### src/rtl/nmc_host_if_pkg.sv
// Shared NMC definitions: request/response payloads and host interface FSM states.
package nmc_host_if_pkg;

  // Write request forwarded to the NMC write queue.
  typedef struct packed {
    logic [15:0] addr;
    logic [31:0] data;
  } nmc_wr_req_t;

  // Query request forwarded to the NMC query queue.
  typedef struct packed {
    logic [15:0] key;
  } nmc_qr_req_t;

  // Query response; valid is a one-cycle pulse per completed query.
  typedef struct packed {
    logic        valid;
    logic        found;
    logic [31:0] data;
  } nmc_qr_resp_t;

  // Host interface operating state.
  typedef enum logic [1:0] {
    HI_RUN   = 2'd0,
    HI_DRAIN = 2'd1,
    HI_DONE  = 2'd2
  } hi_state_t;

endpackage

### src/rtl/nmc_host_if_fifo.sv
// Generic synchronous FIFO with simultaneous push/pop support, including when full.
module nmc_host_if_fifo #(
  parameter type fifo_t     = logic [7:0],
  parameter int  FIFO_DEPTH = 4
) (
  input  logic  clk,
  input  logic  rst,
  input  logic  push,
  input  fifo_t push_data,
  input  logic  pop,
  output fifo_t pop_data,
  output logic  empty,
  output logic  full
);

  localparam int PTR_W = $clog2(FIFO_DEPTH);
  localparam int CNT_W = $clog2(FIFO_DEPTH + 1);

  fifo_t            mem_r [FIFO_DEPTH];
  logic [PTR_W-1:0] wr_ptr_r;
  logic [PTR_W-1:0] rd_ptr_r;
  logic [CNT_W-1:0] count_r;
  logic             do_push_s;
  logic             do_pop_s;

  assign empty     = (count_r == CNT_W'(0));
  assign full      = (count_r == CNT_W'(FIFO_DEPTH));
  assign do_pop_s  = pop & ~empty;
  // A pop in the same cycle frees the slot, so a full FIFO may still accept.
  assign do_push_s = push & (~full | do_pop_s);
  assign pop_data  = mem_r[rd_ptr_r];

  // Storage array write; contents are don't-care until counted valid.
  always_ff @(posedge clk) begin
    if (do_push_s) begin
      mem_r[wr_ptr_r] <= push_data;
    end else begin
      mem_r[wr_ptr_r] <= mem_r[wr_ptr_r];
    end
  end

  // Pointer and occupancy tracking; pointers wrap naturally at the power-of-two depth.
  always_ff @(posedge clk or posedge rst) begin
    if (rst) begin
      wr_ptr_r <= PTR_W'(0);
      rd_ptr_r <= PTR_W'(0);
      count_r  <= CNT_W'(0);
    end else begin
      if (do_push_s) begin
        wr_ptr_r <= wr_ptr_r + PTR_W'(1);
      end else begin
        wr_ptr_r <= wr_ptr_r;
      end
      if (do_pop_s) begin
        rd_ptr_r <= rd_ptr_r + PTR_W'(1);
      end else begin
        rd_ptr_r <= rd_ptr_r;
      end
      case ({do_push_s, do_pop_s})
        2'b10:   count_r <= count_r + CNT_W'(1);
        2'b01:   count_r <= count_r - CNT_W'(1);
        default: count_r <= count_r;
      endcase
    end
  end

endmodule

### src/rtl/nmc_host_if.sv
// Host command front-end for the NMC: forwards writes/queries, buffers responses,
// tracks query credits and statistics, and sequences a drain/flush handshake.
module nmc_host_if
  import nmc_host_if_pkg::*;
#(
  parameter int RESP_FIFO_DEPTH = 4,
  parameter int CNT_W           = 32
) (
  input  logic         clk,
  input  logic         rst,
  input  logic         cmd_valid,
  output logic         cmd_ready,
  input  logic         cmd_op,
  input  nmc_wr_req_t  cmd_wr,
  input  nmc_qr_req_t  cmd_qr,
  output nmc_wr_req_t  nmc_wr_req,
  output logic         nwr_push,
  input  logic         nwr_full,
  output nmc_qr_req_t  nmc_qr_req,
  output logic         nqr_push,
  input  logic         nqr_full,
  input  nmc_qr_resp_t nmc_qr_resp,
  output logic         resp_valid,
  input  logic         resp_ready,
  output nmc_qr_resp_t resp_data,
  input  logic         flush_req,
  output logic         flush_done,
  output logic         idle,
  output logic         ovf_err,
  output logic [CNT_W-1:0] n_query,
  output logic [CNT_W-1:0] n_found
);

  localparam int OUT_W = $clog2(RESP_FIFO_DEPTH + 1);

  hi_state_t        state_r;
  hi_state_t        state_nxt_s;
  logic [OUT_W-1:0] outst_r;
  logic             ovf_r;
  logic [CNT_W-1:0] n_query_r;
  logic [CNT_W-1:0] n_found_r;
  logic             fifo_empty_s;
  logic             fifo_full_s;
  logic             resp_pop_s;
  logic             resp_push_s;
  logic             wr_acc_s;
  logic             qr_acc_s;
  logic             wr_ok_s;
  logic             qr_ok_s;

  // Readiness never looks at resp_ready; it is forced low while in reset.
  assign wr_ok_s    = ~nwr_full;
  assign qr_ok_s    = ~nqr_full & (outst_r < OUT_W'(RESP_FIFO_DEPTH));
  assign cmd_ready  = ~rst & (state_r == HI_RUN) & (cmd_op ? qr_ok_s : wr_ok_s);
  assign wr_acc_s   = cmd_valid & ~cmd_op & cmd_ready;
  assign qr_acc_s   = cmd_valid &  cmd_op & cmd_ready;
  assign nwr_push   = wr_acc_s;
  assign nqr_push   = qr_acc_s;
  assign nmc_wr_req = cmd_wr;
  assign nmc_qr_req = cmd_qr;

  assign resp_valid  = ~fifo_empty_s;
  assign resp_pop_s  = resp_valid & resp_ready;
  assign resp_push_s = nmc_qr_resp.valid & (~fifo_full_s | resp_pop_s);

  assign idle       = (outst_r == OUT_W'(0));
  assign flush_done = (state_r == HI_DONE);
  assign ovf_err    = ovf_r;
  assign n_query    = n_query_r;
  assign n_found    = n_found_r;

  nmc_host_if_fifo #(
    .fifo_t     (nmc_qr_resp_t),
    .FIFO_DEPTH (RESP_FIFO_DEPTH)
  ) u_resp_fifo (
    .clk       (clk),
    .rst       (rst),
    .push      (nmc_qr_resp.valid),
    .push_data (nmc_qr_resp),
    .pop       (resp_pop_s),
    .pop_data  (resp_data),
    .empty     (fifo_empty_s),
    .full      (fifo_full_s)
  );

  // State register for the run/drain/done sequencer.
  always_ff @(posedge clk or posedge rst) begin
    if (rst) begin
      state_r <= HI_RUN;
    end else begin
      state_r <= state_nxt_s;
    end
  end

  // Next-state logic: drain waits for all credits returned and the buffer emptied.
  always_comb begin
    state_nxt_s = state_r;
    case (state_r)
      HI_RUN: begin
        if (flush_req) begin
          state_nxt_s = HI_DRAIN;
        end else begin
          state_nxt_s = HI_RUN;
        end
      end
      HI_DRAIN: begin
        if ((outst_r == OUT_W'(0)) && fifo_empty_s) begin
          state_nxt_s = HI_DONE;
        end else begin
          state_nxt_s = HI_DRAIN;
        end
      end
      HI_DONE: state_nxt_s = HI_RUN;
      default: state_nxt_s = HI_RUN;
    endcase
  end

  // Outstanding-query credits; a pop with no credit held (stray response) saturates at zero.
  always_ff @(posedge clk or posedge rst) begin
    if (rst) begin
      outst_r <= OUT_W'(0);
    end else if (qr_acc_s && !resp_pop_s) begin
      outst_r <= outst_r + OUT_W'(1);
    end else if (!qr_acc_s && resp_pop_s && (outst_r != OUT_W'(0))) begin
      outst_r <= outst_r - OUT_W'(1);
    end else begin
      outst_r <= outst_r;
    end
  end

  // Sticky overflow flag and wrapping statistics counters.
  always_ff @(posedge clk or posedge rst) begin
    if (rst) begin
      ovf_r     <= 1'b0;
      n_query_r <= CNT_W'(0);
      n_found_r <= CNT_W'(0);
    end else begin
      if (nmc_qr_resp.valid && fifo_full_s && !resp_pop_s) begin
        ovf_r <= 1'b1;
      end else begin
        ovf_r <= ovf_r;
      end
      if (qr_acc_s) begin
        n_query_r <= n_query_r + CNT_W'(1);
      end else begin
        n_query_r <= n_query_r;
      end
      if (resp_push_s && nmc_qr_resp.found) begin
        n_found_r <= n_found_r + CNT_W'(1);
      end else begin
        n_found_r <= n_found_r;
      end
    end
  end

endmodule

### config.mk
export PLATFORM = sky130hd
export DESIGN_NAME = nmc_host_if
export DESIGN_NICKNAME = d
export VERILOG_FILES = /design/src/rtl/nmc_host_if_pkg.sv /design/src/rtl/nmc_host_if_fifo.sv /design/src/rtl/nmc_host_if.sv
export SDC_FILE = /design/constraint.sdc
export NUM_CORES = 1
export LEC_CHECK = 0
export BUFFER_PORTS_ARGS = -buffer_cell sky130_fd_sc_hd__buf_4
export CAP_MARGIN = 20
export CORE_ASPECT_RATIO = 1.4
export CORE_MARGIN = 10
export CORE_UTILIZATION = 53
export CTS_BUF_LIST = sky130_fd_sc_hd__clkbuf_4 sky130_fd_sc_hd__clkbuf_8
export DETAILED_ROUTE_END_ITERATION = 8
export GPL_ROUTABILITY_DRIVEN = 0
export PLACE_DENSITY = 0.93
export SKIP_CTS_REPAIR_TIMING = 1
export SLEW_MARGIN = 15
export SYNTH_ARGS = -nofsm -noshare
export SYNTH_HDL_FRONTEND = slang
export SYNTH_SLANG_ARGS = --single-unit
export TNS_END_PERCENT = 10
### constraint.sdc
create_clock -name clk -period 2.6 [get_ports clk]
set_input_delay 0.13 -clock clk [delete_from_list [all_inputs] [get_ports clk]]
set_output_delay 0.13 -clock clk [all_outputs]
set_load 0.05 [all_outputs]
* Word level (Yosys, flattened, before mapping)
Memories as Yosys holds them, arrays and structs flattened.
Cells that the tools add are included.
** Word-level totals
- Bits in writable memories :: 136
- Logic and storage cells :: 71
- Memories kept :: 1
- Register bits :: 77
** Cells by class
- Magnitude comparators :: 1
- Bitwise logic cells :: 20
- Multiplexer cells :: 11
- $add $sub $neg :: 8
- Reductions and logical operators :: 16
- Equal/unequal tests :: 6
** Memories
- u_resp_fifo.mem_r :: depth 4, width 34, rd ports 1, clocked after memory_dff 0, write ports 1, line nmc_host_if_fifo.sv:19 : fifo_t mem_r [FIFO_DEPTH];
** Operators with widths (count)
- $add A32 B1 Y32 const B :: 2
- $mux W34 :: 1
- $and A1 B1 Y1 :: 11
- $logic_and A1 B1 Y1 :: 7
- $add A3 B1 Y3 const B :: 2
- $logic_not A3 Y1 :: 2
- $mux W3 :: 2
- $not A1 Y1 :: 6
- $pmux W3 S2 :: 1
- $sub A3 B1 Y3 const B :: 2
- $mux W1 :: 5
- $add A2 B1 Y2 const B :: 2
- $eq A2 B1 Y1 const B :: 2
- $eq A2 B2 Y1 const B :: 2
- $pmux W2 S2 :: 1
- $reduce_bool A2 Y1 :: 2
- $eq A3 B3 Y1 const B :: 1
- $lt A3 B3 Y1 const B :: 1
- $or A1 B1 Y1 :: 3
- $reduce_bool A3 Y1 :: 1
- $logic_not A1 Y1 :: 2
- $logic_not A2 Y1 :: 1
- $mux W2 :: 1
- $reduce_and A2 Y1 :: 1
- $ne A0 B0 Y1 :: 1

* Longest topological paths before layout
Gate-level depths: netlist (run 1).
- Depth in word-level cells :: 10
- Mapped depth :: 8
- Mapped depth without buffers :: 8

* Modules after synthesis
From an unflattened synthesis (run 1), not the netlist that was laid out.
** Second synthesis, totals
- Cell total of the unflattened synthesis :: 586
- Area, all modules :: 9127.5 µm²
** By module, submodules not included
- nmc_host_if_fifo :: times used 1, cells an instance 232, area each 5417.7 µm², sequential area each 4259.1 µm²
- nmc_host_if :: times used 1, cells an instance 354, area each 3709.8 µm², sequential area each 1751.7 µm²

* Least setup slack after synthesis (run 1)
OpenSTA, ideal clock, no wires.
- Path kind :: register -> register
- Start point :: register outst_r[0]
- End point :: register outst_r[1]
- Buffers on the path :: 0
- Setup slack :: 124 ps
- Clock period less this slack :: 2476 ps
- Stages on the path, launching flop included :: 5
- Arrival time :: 2351 ps
- Setup time :: 125 ps
- Required time :: 2475 ps
- Cells stage by stage :: dfrtp_1 nor3_1 nor3_1 a21oi_2 mux2_2
** On the way
- Longest elaborated chain between the ends :: 9
- Elaborated cells between the ends (all ways) :: 15
** Ends and longest elaborated chain
- start, declared :: line nmc_host_if.sv:38 : logic [OUT_W-1:0] outst_r;
- start signal, assigned :: line nmc_host_if.sv:123 : outst_r <= outst_r + OUT_W'(1);
- start signal, assigned :: line nmc_host_if.sv:125 : outst_r <= outst_r - OUT_W'(1);
- start signal, assigned :: line nmc_host_if.sv:127 : outst_r <= outst_r;
- $lt A3 B3 Y1 :: line nmc_host_if.sv:53 : assign qr_ok_s = ~nqr_full & (outst_r < OUT_W'(RESP_FIFO_DEPTH));
- $and A1 B1 Y1 :: line nmc_host_if.sv:53
- $mux W1 :: line nmc_host_if.sv:54 : assign cmd_ready = ~rst & (state_r == HI_RUN) & (cmd_op ? qr_ok_s : wr_ok_s);
- $and A1 B1 Y1 :: line nmc_host_if.sv:54
- $and A1 B1 Y1 :: line nmc_host_if.sv:56 : assign qr_acc_s = cmd_valid & cmd_op & cmd_ready;
- $logic_not A1 Y1 :: line nmc_host_if.sv:124 : end else if (!qr_acc_s && resp_pop_s && (outst_r != OUT_W'(0))) begin
- $logic_and A1 B1 Y1 (2 in a row) :: line nmc_host_if.sv:124
- $reduce_bool A2 Y1 (no line)
Parallel ways exist; a longest one is shown, timed or not. The select of a mux whose other input is x is not followed.
A chain may end at the register's enable or synchronous reset.

* Worst setup path after layout (run 1)
- Start point :: register state_r[0]
- End point :: register outst_r[2]
** On the way
- Longest elaborated chain between the ends :: 8
- Elaborated cells between the ends (all ways) :: 10
** Ends and longest elaborated chain
- start, declared :: line nmc_host_if.sv:36 : hi_state_t state_r;
- start signal, assigned :: line nmc_host_if.sv:91 : state_r <= state_nxt_s;
- $logic_not A2 Y1 (*) :: line nmc_host_if.sv:54
- $and A1 B1 Y1 (*) (2 in a row) :: line nmc_host_if.sv:54
- $and A1 B1 Y1 (*) :: line nmc_host_if.sv:56
- $logic_not A1 Y1 :: line nmc_host_if.sv:124
- $logic_and A1 B1 Y1 (2 in a row) :: line nmc_host_if.sv:124
- $reduce_bool A2 Y1 (no line)
Mark *: on every way between the ends. The rest lies on a longest branch, timed or not.

==> results of run 1 <==
## flip-flops by register name, summed over array words and instances (netlist names), 2 cells and up
| signal | count |
|---|---|
| outst_r | 3 |
| u_resp_fifo.wr_ptr_r | 2 |
| u_resp_fifo.count_r | 3 |
| u_resp_fifo.mem_r | 136 |
| n_found | 32 |
| u_resp_fifo.rd_ptr_r | 2 |
| n_query | 32 |
| state_r | 2 |
## routing by layer
metal,vias to the layer above,routed length [um],track usage (%)
li1,2303,-,-
met1,2603,7600,19.7
met2,263,10300,28.1
met3,25,1980,7.34
met4,2,233,3.95
met5,-,48,1.88
## cells in the mapped netlist (2+ instances only)
library cell    n
edfxtp_1      136
nor4_1          2
ha_1            6
xor2_1         21
dfrtp_1        77
xnor2_1        48
nand4_1         6
mux2_2          2
and2_1          4
nor4_2          2
nand3_1        24
mux4_2         34
and4_1          9
nand2_1        28
buf_2           4
nor3b_2         2
inv_1          11
or2_2           3
nand4_2         2
buf_4          64
mux2i_1         2
nand2_2         2
nor3_1         10
nand3_4         2
fa_1            2
and3_1         16
nor2_1         15
clkbuf_1        3
## final cells by class
cell class / instances / area (um^2)
Clock buffer: 44 / 543
Clock inverter: 14 / 119
Fill cell: 1125 / 5770
Inverter: 12 / 47.5
Multi-Input combinational cell: 259 / 2460
Sequential cell: 213 / 6010
Tap cell: 203 / 254
Timing Repair Buffer: 190 / 1530
## stage by stage
stage	std cells	total power, W
finish	935	0.0114
global route	935	0.0119
CTS	897	0.0114
detailed placement	839	0.00866
global placement	839	0.00851
floorplan	557	0.00769
## worst max-delay path by stage
stage | slack (ps) | cells after the start | end
after floorplan | 120 | 4 | outst_r[1]
after global placement | 400 | 8 | outst_r[2]
after detailed placement | 350 | 8 | outst_r[2]
after CTS | 330 | 8 | outst_r[2]
after global routing | 180 | 8 | outst_r[2]
final | 330 | 8 | outst_r[2]
## critical path, cell delays in order (launching register included)
cell,delay [ps]
dfrtp_1,460
nor4b_4,380
nand2_2,170
clkinv_2,160
nand2_1,80
fa_1,390
nor4_1,280
a31oi_1,90
xnor2_1,140
## logic make-up (layout without fill, tap and decap cells)
group	count (synthesis)	in the layout	synth area share, %
AOI/OAI and AO/OA	5	5	0.401
xor gates and xnor gates	69	69	6.68
adders and majority gates	8	8	1.27
buffers and inverters	85	260	6.34
DFF	213	213	66.5
muxes	38	38	8.94
and+or+nand+nor	139	139	9.88
## power breakdown
part	internal [W]	switching (W)	leakage, nW	total [W]
clock	0.00155	0.00124	0.346	0.00279
combinational	0.00143	0.00268	1.91	0.00410
sequential	0.00423	0.000280	2.26	0.00451
total	0.00721	0.00420	4.52	0.0114
==> flow_metrics.tcl, run 1 <==
set metrics [dict create \
    synth_edf_count 136 \
    clkLatencyLatePin_ps 560 \
    port_buffers 146 \
    powerDensity_mw_per_mm2 1040 \
    critPathLaunch "state_r[0]" \
    die_x_um 130 \
    cts_max_level 1 \
    seq_area_frac_synth_pct 66.5 \
    antenna_cells 0 \
    worst_ir_drop_vdd_uv 421 \
    grt_pass1_vias 5553 \
    dpl-instance-area_mm2 0.00993 \
    p_leak_nw 4.52 \
    dp_hpwl_um 13900 \
    hold_slack_ps 74.7 \
    synth_cells 557 \
    path_class "reg2reg" \
    drt_iter0_drc 362 \
    synth_warnings 0 \
    setup_viol 0 \
    worst_slew_pin_slew_ps 937 \
    drc_errors 0 \
    cp_data_arrival_time_ps 2720 \
    utilization_pct 65.5 \
    worstPathRequired_ps 3050 \
    end_kind "flip-flop" \
    outcome "finished clean" \
    die_area_mm2 0.0228 \
    area_delta_synth_final_pct 21.4 \
    fp-row-count 56 \
    setup-tns-final_ps 0 \
    cts_tree "yes" \
    first_pass_iters 4 \
    coreArea_mm2 0.0167 \
    clkTransAtPathRegs_ps 70 \
    hold_class "in2reg" \
    cp-start-kind "flip-flop" \
    max_freq_ghz 0.440 \
    finalCritPeriodShare_pct 87.5 \
    wirelength_um 20200 \
    max-clock-path-buffers 3 \
    ys_ff_latch 213 \
    hold_violations 0 \
    cts_sinks 213 \
    start_util_pct 54.0 \
    ys_types 48 \
    r2r-start "state_r[0]" \
    maxSlewHeadroom_pct 37.5 \
    grt_max_degree 54 \
    via_per_inst 5.56 \
    grt_overflow 0 \
    cts_buffers 31 \
    antenna_found_initial 0 \
    synth_area_leaders "edfxtp_1, dfrtp_1, mux4_2, buf_4, xnor2_1" \
    die_h_um 175 \
    drtAntennaViolNets 0 \
    finalClockSkew_ps 21.8 \
    rr_worst_depth 8 \
    hold_end "n_query[3]" \
    ios 275 \
    drive_gt1_share_pct 36.9 \
    nNetsFinal 821 \
    root_buffer "clkbuf_8" \
    final_common_cell "buf_4" \
    drv_cap 0 \
    routedWlPerCell_um 21.6 \
    rsz0062_at_grt "no" \
    finalWorstSetupSlack_ps 325 \
    synth_top_area_share_pct 45.2 \
    min_period_ps 2270 \
    synth_nets 671 \
    slew_violations 0 \
    hold_depth 4 \
    final_area_mm2 0.0110 \
    synth_area_mm2 0.00904 \
    ys.flop_type "edfxtp_1" \
    grt_usage_pct 17.0 \
    cp_max_fo 10 \
    yosys.area.top_type "edfxtp_1" \
    avgSynthCellArea_um2 16.2 \
    rrSetupSlack_ps 330 \
    layout_common_cells "buf_4, edfxtp_1, dfrtp_1" \
    num_vias 5196 \
    min_from "cmd_valid" \
    synth-async-reset-ratio_pct 36.2 \
    pre_cts_ws_ps 351 \
    grt_first_pass_wirelength_um 30600 \
    rr_endpoint "outst_r[2]" \
]
Note: power is estimated with default switching activity, not from simulation.
==> inputs of run 2 (changes only) <==
- BUFFER_PORTS_ARGS: -buffer_cell sky130_fd_sc_hd__buf_4 -> -buffer_cell sky130_fd_sc_hd__clkbuf_2
==> flow_metrics.tcl, run 2 (synthesis gave the netlist of run 1 again) <==
set metrics [dict create \
    clkTransAtPathRegs_ps 70 \
    grt_max_degree 45 \
    powerDensity_mw_per_mm2 1040 \
    cp_max_fo 14 \
    die_area_mm2 0.0228 \
    setup-tns-final_ps 0 \
    final_common_cell "clkbuf_2" \
    cts_tree "yes" \
    final_area_mm2 0.0106 \
    cp_data_arrival_time_ps 2310 \
    antenna_found_initial 0 \
    max-clock-path-buffers 3 \
    p_leak_nw 4.41 \
    antenna_cells 0 \
    root_buffer "clkbuf_8" \
    rsz0062_at_grt "no" \
    ios 275 \
    maxSlewHeadroom_pct 41.3 \
    layout_common_cells "clkbuf_2, edfxtp_1, dfrtp_1" \
    start_util_pct 54.0 \
    grt_overflow 0 \
    port_buffers 146 \
    worst_ir_drop_vdd_uv 567 \
    rrSetupSlack_ps 370 \
    drtAntennaViolNets 0 \
    max_freq_ghz 0.410 \
    hold_class "in2reg" \
    grt_pass1_vias 5389 \
    grt_first_pass_wirelength_um 29800 \
    top_register "u_resp_fifo.mem_r" \
    fp-row-count 56 \
    wirelength_um 20000 \
    coreArea_mm2 0.0167 \
    drc_errors 0 \
    nNetsFinal 822 \
    clkLatencyLatePin_ps 550 \
    slew_violations 0 \
    hold_violations 0 \
    cts_max_level 1 \
    drv_cap 0 \
    die_h_um 175 \
    path_class "reg2out" \
    drive_gt1_share_pct 36.9 \
    area_delta_synth_final_pct 17.1 \
    num_vias 5134 \
    first_pass_iters 4 \
    dp_hpwl_um 13100 \
    worst_slew_pin_slew_ps 881 \
    cts_buffers 31 \
    die_x_um 130 \
    outcome "finished clean" \
    worstPathRequired_ps 2470 \
    largest_register_ffs 136 \
    via_per_inst 5.49 \
    min_period_ps 2440 \
    drt_iter0_drc 357 \
    finalClockSkew_ps 33.0 \
    cts_sinks 213 \
    setup_viol 0 \
    routedWlPerCell_um 21.3 \
    grt_usage_pct 16.4 \
    dpl-instance-area_mm2 0.00960 \
    finalCritPeriodShare_pct 93.7 \
    end_kind "primary output" \
    cp-start-kind "flip-flop" \
]
## run 2: changes by cell type in the layout (fill, tap and decap cells not counted), sizes merged
cell	previous run	this run
buf	152	7
clkbuf	44	187
clkinv	12	15
bufinv	2	1
## run 2: where the power goes
part           switching [W]  internal (W)  leakage (nW)
logic                0.00264       0.00118          1.83
clock network        0.00123       0.00138         0.325
registers           0.000326       0.00423          2.26
## run 2: worst paths after layout
check                      cells past startpoint       endpoint                     from
min reg2reg                                    1    n_found[31]              n_found[31]
max                                            3  resp_data[29]  u_resp_fifo.rd_ptr_r[0]
max in group asynchronous                      4    n_found[19]                      rst
max reg2reg                                    8     outst_r[2]               state_r[0]
min in group asynchronous                      3     state_r[0]                      rst
min                                            4     n_query[0]                cmd_valid
## run 2: layout make-up
type                       instances  area, um^2
multi-input combinational        259        2460
sequential                       213        6010
clock buffer                      41         508
timing repair buffer             191        1200
fill                            1178        6160
inverter                          12        47.5
tap                              203         254
clock inverter                    16         104
## run 2: worst max-delay path, stage by stage, from the launching register on
cell and delay, ps:
dfrtp_2 700, buf_12 240, mux4_2 540, clkbuf_2 260
## run 2: per-stage QoR
step / utilization, % / total power, W / hold WS, ps / cells / setup slack (ps)
3_5_place_dp: 57.3 / 0.00840 / 260 / 840 / 371
6_report: 63.2 / 0.0110 / 44.1 / 935 / 163
5_1_grt: 63.2 / 0.0115 / 43.6 / 935 / 23.5
3_3_place_gp: 57.3 / 0.00830 / 255 / 840 / 431
2_1_floorplan: - / 0.00769 / 229 / 557 / 124
4_1_cts: 61.0 / 0.0110 / -346 / 897 / 89.5
## run 2: metal layers
metal | up-vias | routed length (um) | GRT usage [%]
li1 | 2297 | - | -
met3 | 18 | 1720 | 6.67
met2 | 260 | 10100 | 25.7
met1 | 2557 | 7850 | 20.8
met5 | - | 48 | 1.88
met4 | 2 | 225 | 3.81
